==> src/rtl/addr_seq_pkg.sv <==
// Shared types for the address sequencer.
// State, mode and direction encodings.
package addr_seq_pkg;

    typedef enum logic [1:0] {
        S_IDLE,
        S_RUN,
        S_DONE
    } seq_state_t;

    typedef enum logic {
        MODE_WRAP,
        MODE_ONESHOT
    } seq_mode_t;

    localparam logic DIR_UP   = 1'b0;
    localparam logic DIR_DOWN = 1'b1;

endpackage

==> src/rtl/addr_sequencer_if.sv <==
// Control/status bundle between the datapath
// controller and the address sequencer.
interface addr_sequencer_if #(
    parameter int AW = 6
) ();

    logic          en;
    logic          start;
    logic          load;
    logic [AW-1:0] load_addr;
    logic          dir;
    logic          mode;
    logic [AW-1:0] base;
    logic [AW-1:0] limit;
    logic [AW-1:0] addr;
    logic          tc;
    logic          busy;
    logic          done;
    logic          cfg_err;

    modport master (
        output en,
        output start,
        output load,
        output load_addr,
        output dir,
        output mode,
        output base,
        output limit,
        input  addr,
        input  tc,
        input  busy,
        input  done,
        input  cfg_err
    );

    modport slave (
        input  en,
        input  start,
        input  load,
        input  load_addr,
        input  dir,
        input  mode,
        input  base,
        input  limit,
        output addr,
        output tc,
        output busy,
        output done,
        output cfg_err
    );

endinterface

==> src/rtl/addr_step_calc.sv <==
// Next-address arithmetic: one step up or down,
// clamped to the end bound, plus end detection.
module addr_step_calc
    import addr_seq_pkg::*;
#(
    parameter int AW   = 6,
    parameter int STEP = 1
) (
    input  logic [AW-1:0] addr,
    input  logic [AW-1:0] base,
    input  logic [AW-1:0] limit,
    input  logic          dir,
    output logic [AW-1:0] next_addr,
    output logic          at_end
);

    localparam logic [AW:0] STEP_W = (AW+1)'(STEP);

    logic [AW:0] a_w;
    logic [AW:0] b_w;
    logic [AW:0] l_w;
    logic [AW:0] up_w;
    logic [AW:0] dn_w;
    logic [AW:0] lo_w;

    assign a_w  = {1'b0, addr};
    assign b_w  = {1'b0, base};
    assign l_w  = {1'b0, limit};
    assign up_w = a_w + STEP_W;
    assign dn_w = a_w - STEP_W;
    // Below base+STEP a down step would pass base or borrow.
    assign lo_w = b_w + STEP_W;

    always_comb begin
        next_addr = addr;
        at_end    = 1'b0;
        if (dir == DIR_DOWN) begin
            at_end = (addr <= base);
            if (a_w < lo_w) next_addr = base;
            else            next_addr = dn_w[AW-1:0];
        end else begin
            at_end = (addr >= limit);
            if (up_w > l_w) next_addr = limit;
            else            next_addr = up_w[AW-1:0];
        end
    end

endmodule

==> src/rtl/addr_sequencer.sv <==
// Programmable address sequencer: bounded up/down
// stepping with wrap or one-shot, jump and stall.
module addr_sequencer
    import addr_seq_pkg::*;
#(
    parameter int AW         = 6,
    parameter int STEP       = 1,
    parameter int RESET_ADDR = 0,
    parameter int AUTO_START = 1
) (
    input logic             clk,
    input logic             rst,
    addr_sequencer_if.slave bus
);

    localparam logic [AW-1:0] RST_A = AW'(RESET_ADDR);
    localparam seq_state_t    RST_S =
        (AUTO_START != 0) ? S_RUN : S_IDLE;

    seq_state_t    state;
    seq_state_t    state_d;
    logic [AW-1:0] addr_q;
    logic [AW-1:0] addr_d;
    logic [AW-1:0] nxt;
    logic [AW-1:0] start_pt;
    logic          tc_q;
    logic          tc_d;
    logic          at_end;
    logic          cfg_err;
    logic          run;
    logic          oneshot;
    logic          do_load;
    logic          do_start;
    logic          do_step;

    addr_step_calc #(
        .AW   (AW),
        .STEP (STEP)
    ) u_calc (
        .addr      (addr_q),
        .base      (bus.base),
        .limit     (bus.limit),
        .dir       (bus.dir),
        .next_addr (nxt),
        .at_end    (at_end)
    );

    assign cfg_err  = (bus.base > bus.limit);
    assign run      = (state == S_RUN);
    assign oneshot  = (seq_mode_t'(bus.mode) == MODE_ONESHOT);
    assign start_pt = (bus.dir == DIR_DOWN) ? bus.limit : bus.base;

    // Mutually exclusive actions encode load > start > step.
    assign do_load  = bus.load;
    assign do_start = bus.start & ~bus.load & ~run;
    assign do_step  = run & bus.en & ~cfg_err & ~bus.load;

    always_ff @(posedge clk or posedge rst) begin
        if (rst) begin
            state  <= RST_S;
            addr_q <= RST_A;
            tc_q   <= 1'b0;
        end else begin
            state  <= state_d;
            addr_q <= addr_d;
            tc_q   <= tc_d;
        end
    end

    always_comb begin
        state_d = state;
        unique case (1'b1)
            do_load:  state_d = S_RUN;
            do_start: state_d = S_RUN;
            do_step:  if (at_end && oneshot) state_d = S_DONE;
            default:  state_d = state;
        endcase
    end

    always_comb begin
        addr_d = addr_q;
        tc_d   = 1'b0;
        unique case (1'b1)
            do_load:  addr_d = bus.load_addr;
            do_start: addr_d = start_pt;
            do_step: begin
                tc_d = at_end;
                if (!at_end)      addr_d = nxt;
                else if (!oneshot) addr_d = start_pt;
            end
            default:  addr_d = addr_q;
        endcase
    end

    assign bus.addr    = addr_q;
    assign bus.tc      = tc_q;
    assign bus.busy    = (state == S_RUN);
    assign bus.done    = (state == S_DONE);
    assign bus.cfg_err = cfg_err;

endmodule

==> src/flat_wrapper.sv <==
// flat-port wrapper written by rule: the top's interface ports become plain ports
module addr_sequencer_flat import addr_seq_pkg::*;
#(
    parameter int AW         = 6,
    parameter int STEP       = 1,
    parameter int RESET_ADDR = 0,
    parameter int AUTO_START = 1
)
  (clk, rst, bus_en, bus_start, bus_load, bus_load_addr, bus_dir, bus_mode, bus_base, bus_limit, bus_addr, bus_tc, bus_busy, bus_done, bus_cfg_err);
  addr_sequencer_if #(.AW(AW)) bus_i ();
  input logic clk;
  input logic rst;
  input wire logic [$bits(bus_i.en)-1:0] bus_en;
  input wire logic [$bits(bus_i.start)-1:0] bus_start;
  input wire logic [$bits(bus_i.load)-1:0] bus_load;
  input wire logic [$bits(bus_i.load_addr)-1:0] bus_load_addr;
  input wire logic [$bits(bus_i.dir)-1:0] bus_dir;
  input wire logic [$bits(bus_i.mode)-1:0] bus_mode;
  input wire logic [$bits(bus_i.base)-1:0] bus_base;
  input wire logic [$bits(bus_i.limit)-1:0] bus_limit;
  output wire logic [$bits(bus_i.addr)-1:0] bus_addr;
  output wire logic [$bits(bus_i.tc)-1:0] bus_tc;
  output wire logic [$bits(bus_i.busy)-1:0] bus_busy;
  output wire logic [$bits(bus_i.done)-1:0] bus_done;
  output wire logic [$bits(bus_i.cfg_err)-1:0] bus_cfg_err;
  assign bus_i.en = bus_en;
  assign bus_i.start = bus_start;
  assign bus_i.load = bus_load;
  assign bus_i.load_addr = bus_load_addr;
  assign bus_i.dir = bus_dir;
  assign bus_i.mode = bus_mode;
  assign bus_i.base = bus_base;
  assign bus_i.limit = bus_limit;
  assign bus_addr = bus_i.addr;
  assign bus_tc = bus_i.tc;
  assign bus_busy = bus_i.busy;
  assign bus_done = bus_i.done;
  assign bus_cfg_err = bus_i.cfg_err;
  addr_sequencer #(.AW(AW), .STEP(STEP), .RESET_ADDR(RESET_ADDR), .AUTO_START(AUTO_START)) u_core (.clk(clk), .rst(rst), .bus(bus_i));
endmodule
==> config.mk <==
export PLATFORM = sky130hd
export DESIGN_NAME = addr_sequencer_flat
export DESIGN_NICKNAME = d
export VERILOG_FILES = /design/src/rtl/addr_seq_pkg.sv /design/src/rtl/addr_sequencer_if.sv /design/src/rtl/addr_step_calc.sv /design/src/rtl/addr_sequencer.sv /design/src/flat_wrapper.sv
export SDC_FILE = /design/constraint.sdc
export NUM_CORES = 1
export LEC_CHECK = 0
export CAP_MARGIN = 10
export CELL_PAD_IN_SITES_DETAIL_PLACEMENT = 0
export CELL_PAD_IN_SITES_GLOBAL_PLACEMENT = 1
export CORE_MARGIN = 2
export CORE_UTILIZATION = 35
export CTS_CLUSTER_DIAMETER = 40
export DETAILED_ROUTE_END_ITERATION = 10
export HOLD_SLACK_MARGIN = 0.05
export MAX_ROUTING_LAYER = met4
export PLACE_DENSITY = 0.83
export SLEW_MARGIN = 20
export SYNTH_ARGS = -nofsm -noshare
export SYNTH_HDL_FRONTEND = slang
export SYNTH_SLANG_ARGS = --single-unit
==> constraint.sdc <==
create_clock -name clk -period 2.8 [get_ports clk]
set_input_delay 0.28 -clock clk [delete_from_list [all_inputs] [get_ports clk]]
set_output_delay 0.28 -clock clk [all_outputs]
set_load 0.05 [all_outputs]
== Yosys cells after proc, flatten, opt, wreduce, memory -nomap -nowiden ==
Index checks and enable logic that the tools add are counted.
Word-level totals
  bits in writable memories: 0
  register bits: 9
  memories kept: 0
  bits in latches: 0
  ROM bits: 0
Cells by class
  $add $sub $neg: 3
  multipliers: 0
  bitwise operators: 8
  div/mod/pow operators: 0
  multiplexer cells: 11
  equal/unequal tests: 4
  shift operators: 0
  order comparisons: 5
  reduce and logical (&&, ||, !) cells: 6
Operator list (count)
  two-way mux 6 bit: 6
  case mux 6 bit (3 select lines): 1
  adder 6 x 1 -> 7 bit, second input constant: 2
  > comparator 7 x 6 -> 1 bit: 1
  < comparator 6 x 7 -> 1 bit: 1
  >= comparator 6 bit: 1
  > comparator 6 bit: 1
  less-or-equal comparator 6 bit: 1
  subtractor 6 x 1 -> 6 bit, second input constant: 1
  AND 1 bit: 5
  case mux 2 bit (2 select lines): 1
  AND reduction 2 bit: 2
  inequality test 3 bit, second input constant: 1
  NOT 1 bit: 3
  nonzero test 3 bit: 1
  equality test 2 x 1 -> 1 bit, second input constant: 1
  equality test 2 bit, second input constant: 1
  two-way mux 1 bit: 2
  two-way mux 2 bit: 1
  inequality test 2 bit, second input constant: 1
  nonzero test 2 bit: 1
  OR reduction 2 bit: 1
  logical AND 1 bit: 1

== Logic depth before layout (Yosys ltp) ==
  word-level depth: 6
  depth in mapped cells: 12
  depth with buffers taken out: 12

== Modules after synthesis ==
Synthesis repeated with hierarchy kept, for this count alone.
Second synthesis, totals
  cell total of the unflattened synthesis: 236
  area total of the unflattened synthesis: 1963.1 um^2
Modules (own cells, without submodules)
  addr_step_calc: times used 1, cells each 134, area an instance 1042.2 um^2
  addr_sequencer: times used 1, cells each 102, area an instance 920.9 um^2

== Worst setup path before layout ==
No wires, ideal clock.
  path type: register to register
  from: register u_core.addr_q[1] (netlist: u_core.bus.addr[1])
  to: register u_core.addr_q[3] (netlist: u_core.bus.addr[3])
  slack: -305 ps
  data required time: 2660 ps
  path buffers: 0
  cell stages (with the launch flop): 12
  data arrival time: 2965 ps
  period minus slack after synthesis: 3105 ps
  cells stage by stage: dfrtp_1 -> ha_1 -> and3_1 -> xnor2_1 -> inv_1 -> ha_1 -> nand3_1 -> a2111oi_1 -> a31oi_2 -> and3_1 -> o31ai_1 -> a41oi_2
On the way
  word-level cells in the longest chain between the ends: 6
Ends and longest elaborated chain
  from (decl): line addr_sequencer.sv:22  | logic [AW-1:0] addr_q;
  from (signal assigned): line addr_sequencer.sv:65  | addr_q <= addr_d;
  adder 6 x 1 -> 7 bit: line addr_step_calc.sv:29  | assign up_w = a_w + STEP_W;
  > comparator 7 x 6 -> 1 bit: line addr_step_calc.sv:43  | if (up_w > l_w) next_addr = limit;
  two-way mux 6 bit: line addr_step_calc.sv:43
  two-way mux 6 bit: line addr_step_calc.sv:37  | if (dir == DIR_DOWN) begin
  two-way mux 6 bit: line addr_sequencer.sv:88  | if (!at_end) addr_d = nxt;
  case mux 6 bit (3 select lines): line addr_sequencer.sv:83  | unique case (1'b1)
Several ways; a longest one is shown, not always the timed one.
A chain may end at the register's enable or synchronous reset.

== Worst setup path after layout ==
  from: register u_core.addr_q[1] (netlist: u_core.bus.addr[1])
  to: register u_core.addr_q[4] (netlist: u_core.bus.addr[4])
The elaborated chain is that of the path after synthesis.

==> flow_summary.rst <==
.. list-table::
   :header-rows: 1

   * - Metric
     - Value
   * - Result of the run
     - finished clean
   * - Clock transition at path regs
     - 50 ps
   * - DR WL/cell
     - 15.8 µm
   * - Final Cell Area
     - 2730 µm²
   * - Launch instance of the worst register-to-register path
     - u_core.bus.addr[1]$_DFFE_PP0P_
   * - Fraction of registers with async set or reset after synthesis
     - 100%
   * - Worst EP arrival
     - 2880 ps
   * - Post-Layout Cell Count
     - approximately 370
   * - Total clock buffers created by CTS
     - 3
   * - Pin count of the biggest net entering global routing
     - 19
   * - Vias after detailed routing
     - around 2000
   * - Synth Flop Type
     - dfrtp_1
   * - Endpoints failing setup
     - 0
   * - Via count of the first global-routing pass
     - 1821
   * - Max rail drop VDD
     - 0.344 mV
   * - First-pass GRT wire length
     - 9030 µm
   * - Skew-Pair Late Insertion Delay
     - about 230 ps
   * - DP Area
     - 2490 µm²
   * - Fmax
     - 361 MHz
   * - Endpoints failing hold
     - 0
   * - Worst EP required
     - 2910 ps
   * - Maximum clock skew at final layout
     - approximately 0.8 ps
   * - Clock sink total
     - 9
   * - Number of H-tree levels
     - 1
   * - Floorplan Core Area
     - approximately 4800 µm²
   * - GR Overflow Total
     - 0
   * - Worst max-slew margin expressed relative to the limit
     - 66.4%
   * - Initial cell density of the core
     - between 30% and 40%
   * - Setup repair after global routing missed its margin
     - true
   * - Final routed DRC violation total
     - 0
   * - Count of maximum capacitance violations
     - 0
   * - CTS Hold Buffers Added
     - 0
   * - Worst setup path start
     - u_core.bus.addr[1]$_DFFE_PP0P_
   * - Die Width
     - 74.3 µm
   * - Global router's overall resource usage
     - between 20% and 30%
   * - CTS Root Buffer Type
     - clkbuf_8
   * - Detailed Place HPWL
     - 4510 µm
   * - Transition time at the pin with the least slew margin
     - 503 ps
   * - Register bit total from synthesis
     - 9
   * - Nets
     - 360
   * - Ys Warns
     - 0
   * - Diode count
     - 0
   * - CTS tree
     - done
   * - Wire length reported by the detailed router
     - 5800 µm
   * - Die height
     - 74.3 µm
   * - Leakage power
     - 1.21 nW
   * - Final critical-path share of the clock period
     - 98.9%
   * - Core Util, Final
     - 57.4%
   * - Type of element capturing the critical path
     - register
   * - Pwr dens
     - ~600 nW/µm²
   * - Crit path max fanout
     - 3
   * - Worst hold path type
     - in -> async
   * - Antenna violations before repair
     - 0
   * - Post-placement worst setup slack
     - -179 ps
   * - Critical Path Source Type
     - register
   * - Time the final worst path needs with I/O delays and setup
     - between 2000 and 3000 ps
   * - Die Area
     - around 5500 µm²
   * - Iteration count of the initial detailed-routing pass
     - 5
   * - Placer's final routability congestion estimate
     - approximately 0.88
   * - Inst Count DP
     - between 300 and 400
   * - Post-synth EDFFs
     - 0
   * - Detailed Route Iter0 Violations
     - 257
   * - IO Count
     - 35
   * - Clock buffer depth
     - 2
   * - Number of rows in the core area
     - 25
   * - Sequential share of the synthesized area
     - 13.1%
   * - Worst Setup Path Type
     - reg -> reg
   * - Synthesized area per cell
     - 7.83 µm²
   * - Synth-to-Final Area Change
     - 57.7%
   * - Per-cell via count in the routed design
     - 5.33
   * - Final max-slew violation count
     - 0
   * - Worst Setup Slack, final
     - 31.7 ps
   * - Cells after synthesis
     - roughly 220
   * - PortBufs
     - 34
   * - Number of fill cells in the layout
     - ~440
   * - Summed instance area of the synthesized netlist
     - 1730 µm²
   * - Final Hold Slack
     - 306 ps
   * - Proportion of layout cells with a drive suffix above 1
     - a little under a third
   * - Post-synth cell types
     - 49
   * - Number of nets with antenna violations after routing
     - 0
   * - Post-synth net total
     - 279
stage by stage:
step	TNS, ps	power [mW]
3_5_place_dp	-810	1.30
6_report	0	1.66
3_3_place_gp	-843	1.28
4_1_cts	0	1.49
2_1_floorplan	0	0.885
5_1_grt	-232	1.77
final timing paths:
kind	endpoint	slack [ps]	cells past startpoint
worst min-delay path	u_core.bus.tc$_DFF_PP0_	310	2
min in group clk	u_core.state[0]$_DFFE_PP1P_	470	2
worst max-delay path	u_core.bus.addr[4]$_DFFE_PP0P_	30	13
worst min register to register	u_core.state[0]$_DFFE_PP1P_	470	2
worst max register to register	u_core.bus.addr[4]$_DFFE_PP0P_	30	13
max in group asynchronous	u_core.state[0]$_DFFE_PP1P_	2200	2
cell type report:
type | count | area (µm²) | area share, %
multi-input combinational | 188 | 1600 | 58.5
clock buffer | 4 | 45.0 | 1.65
timing repair buffer | 82 | 702 | 25.7
tap | 67 | 83.8 | 3.07
inverter | 18 | 67.6 | 2.48
sequential | 9 | 235 | 8.62
metal layers:
| layer | up-vias | track usage (%) | wire (µm) |
|---|---|---|---|
| li1 | 975 | - | - |
| met1 | 918 | 32.2 | 2680 |
| met2 | 61 | 34.5 | 2680 |
| met3 | 6 | 0.136 | 376 |
| met4 | 0 | 2.98 | 57 |
| met5 | - | - | 0 |
cells by family after synthesis:
kind of cell,Yosys count,synth area share [%]
buffers and inverters,24,5.86
adder cells (fa/ha/maj),33,23.9
flip-flops,9,13.1
XOR/XNOR,12,6.07
multiplexers,6,3.54
AND/OR/NAND/NOR,82,23.4
AO/OA/AOI/OAI,55,24.2
placed cells by master (no fill, tap or decap), types with 3 or more instances in the layout:
cell type | netlist | layout
nand3b_1 | 4 | 4
and3_1 | 4 | 3
inv_1 | 18 | 16
dfrtp_1 | 8 | 3
nand2_1 | 26 | 25
o21a_1 | 3 | 3
a211oi_1 | 4 | 3
ha_1 | 33 | 31
nor2_1 | 11 | 11
a21oi_1 | 13 | 7
clkdlybuf4s50_1 | 0 | 33
buf_4 | 0 | 48
nand3_1 | 12 | 10
dfrtp_2 | 0 | 4
mux2i_1 | 5 | 5
a21oi_2 | 0 | 6
nor2b_1 | 4 | 4
o21ai_0 | 6 | 5
nor3_1 | 9 | 7
clkbuf_8 | 0 | 3
xnor2_2 | 0 | 3
a31oi_1 | 7 | 7
xnor2_1 | 10 | 7
critical path, cell delays in order, from the launching register on:
cell      delay [ps]
dfrtp_4          490
ha_4             180
and3_4           190
xnor2_2          160
inv_2             80
ha_4             250
a21o_1           190
a21oi_2          240
a21oi_2          110
nor4_2           220
a211oi_1          80
buf_4            150
a32oi_1          190
a31oi_1          100
registers in the layout (all words and copies together) (netlist names):
register         count
u_core.bus.addr      6
u_core.state         2
u_core.bus.tc        1
report_power, final:
group	switching [mW]	leakage [nW]	total, mW	internal, mW
Combinational	0.713	1.09	1.31	0.597
Sequential	0.0315	0.102	0.194	0.163
Clock	0.0525	0.0228	0.152	0.0993
synthesized netlist by cell type (2+ instances only):
master / number / area, µm²
inv_1: 18 / 67.6
o21ai_0: 6 / 30.0
o31ai_1: 3 / 22.5
and3_1: 4 / 25.0
a211oi_1: 4 / 30.0
nor3b_1: 2 / 15.0
mux2i_1: 5 / 50.1
and2_1: 2 / 12.5
xor2_1: 2 / 17.5
nand3_1: 12 / 60.1
clkbuf_1: 2 / 7.51
dfrtp_1: 8 / 200
nand2_1: 26 / 97.6
o221a_2: 2 / 22.5
a22oi_1: 2 / 15.0
buf_2: 3 / 15.0
a21oi_1: 13 / 65.1
nand3b_1: 4 / 30.0
a21o_1: 2 / 15.0
or3_1: 2 / 12.5
nor3_1: 9 / 45.0
o21a_1: 3 / 22.5
nor2_1: 11 / 41.3
xnor2_1: 10 / 87.6
a31oi_1: 7 / 43.8
nor2b_1: 4 / 25.0
ha_1: 33 / 413
timing repair:
action | in CTS | in global routing
gates resized for setup | 4 | 30
buffers inserted | 0 | 3
pin swaps | 1 | 26
setup endpoints to repair | 6 | 6
(Power assumes the default switching activity.)
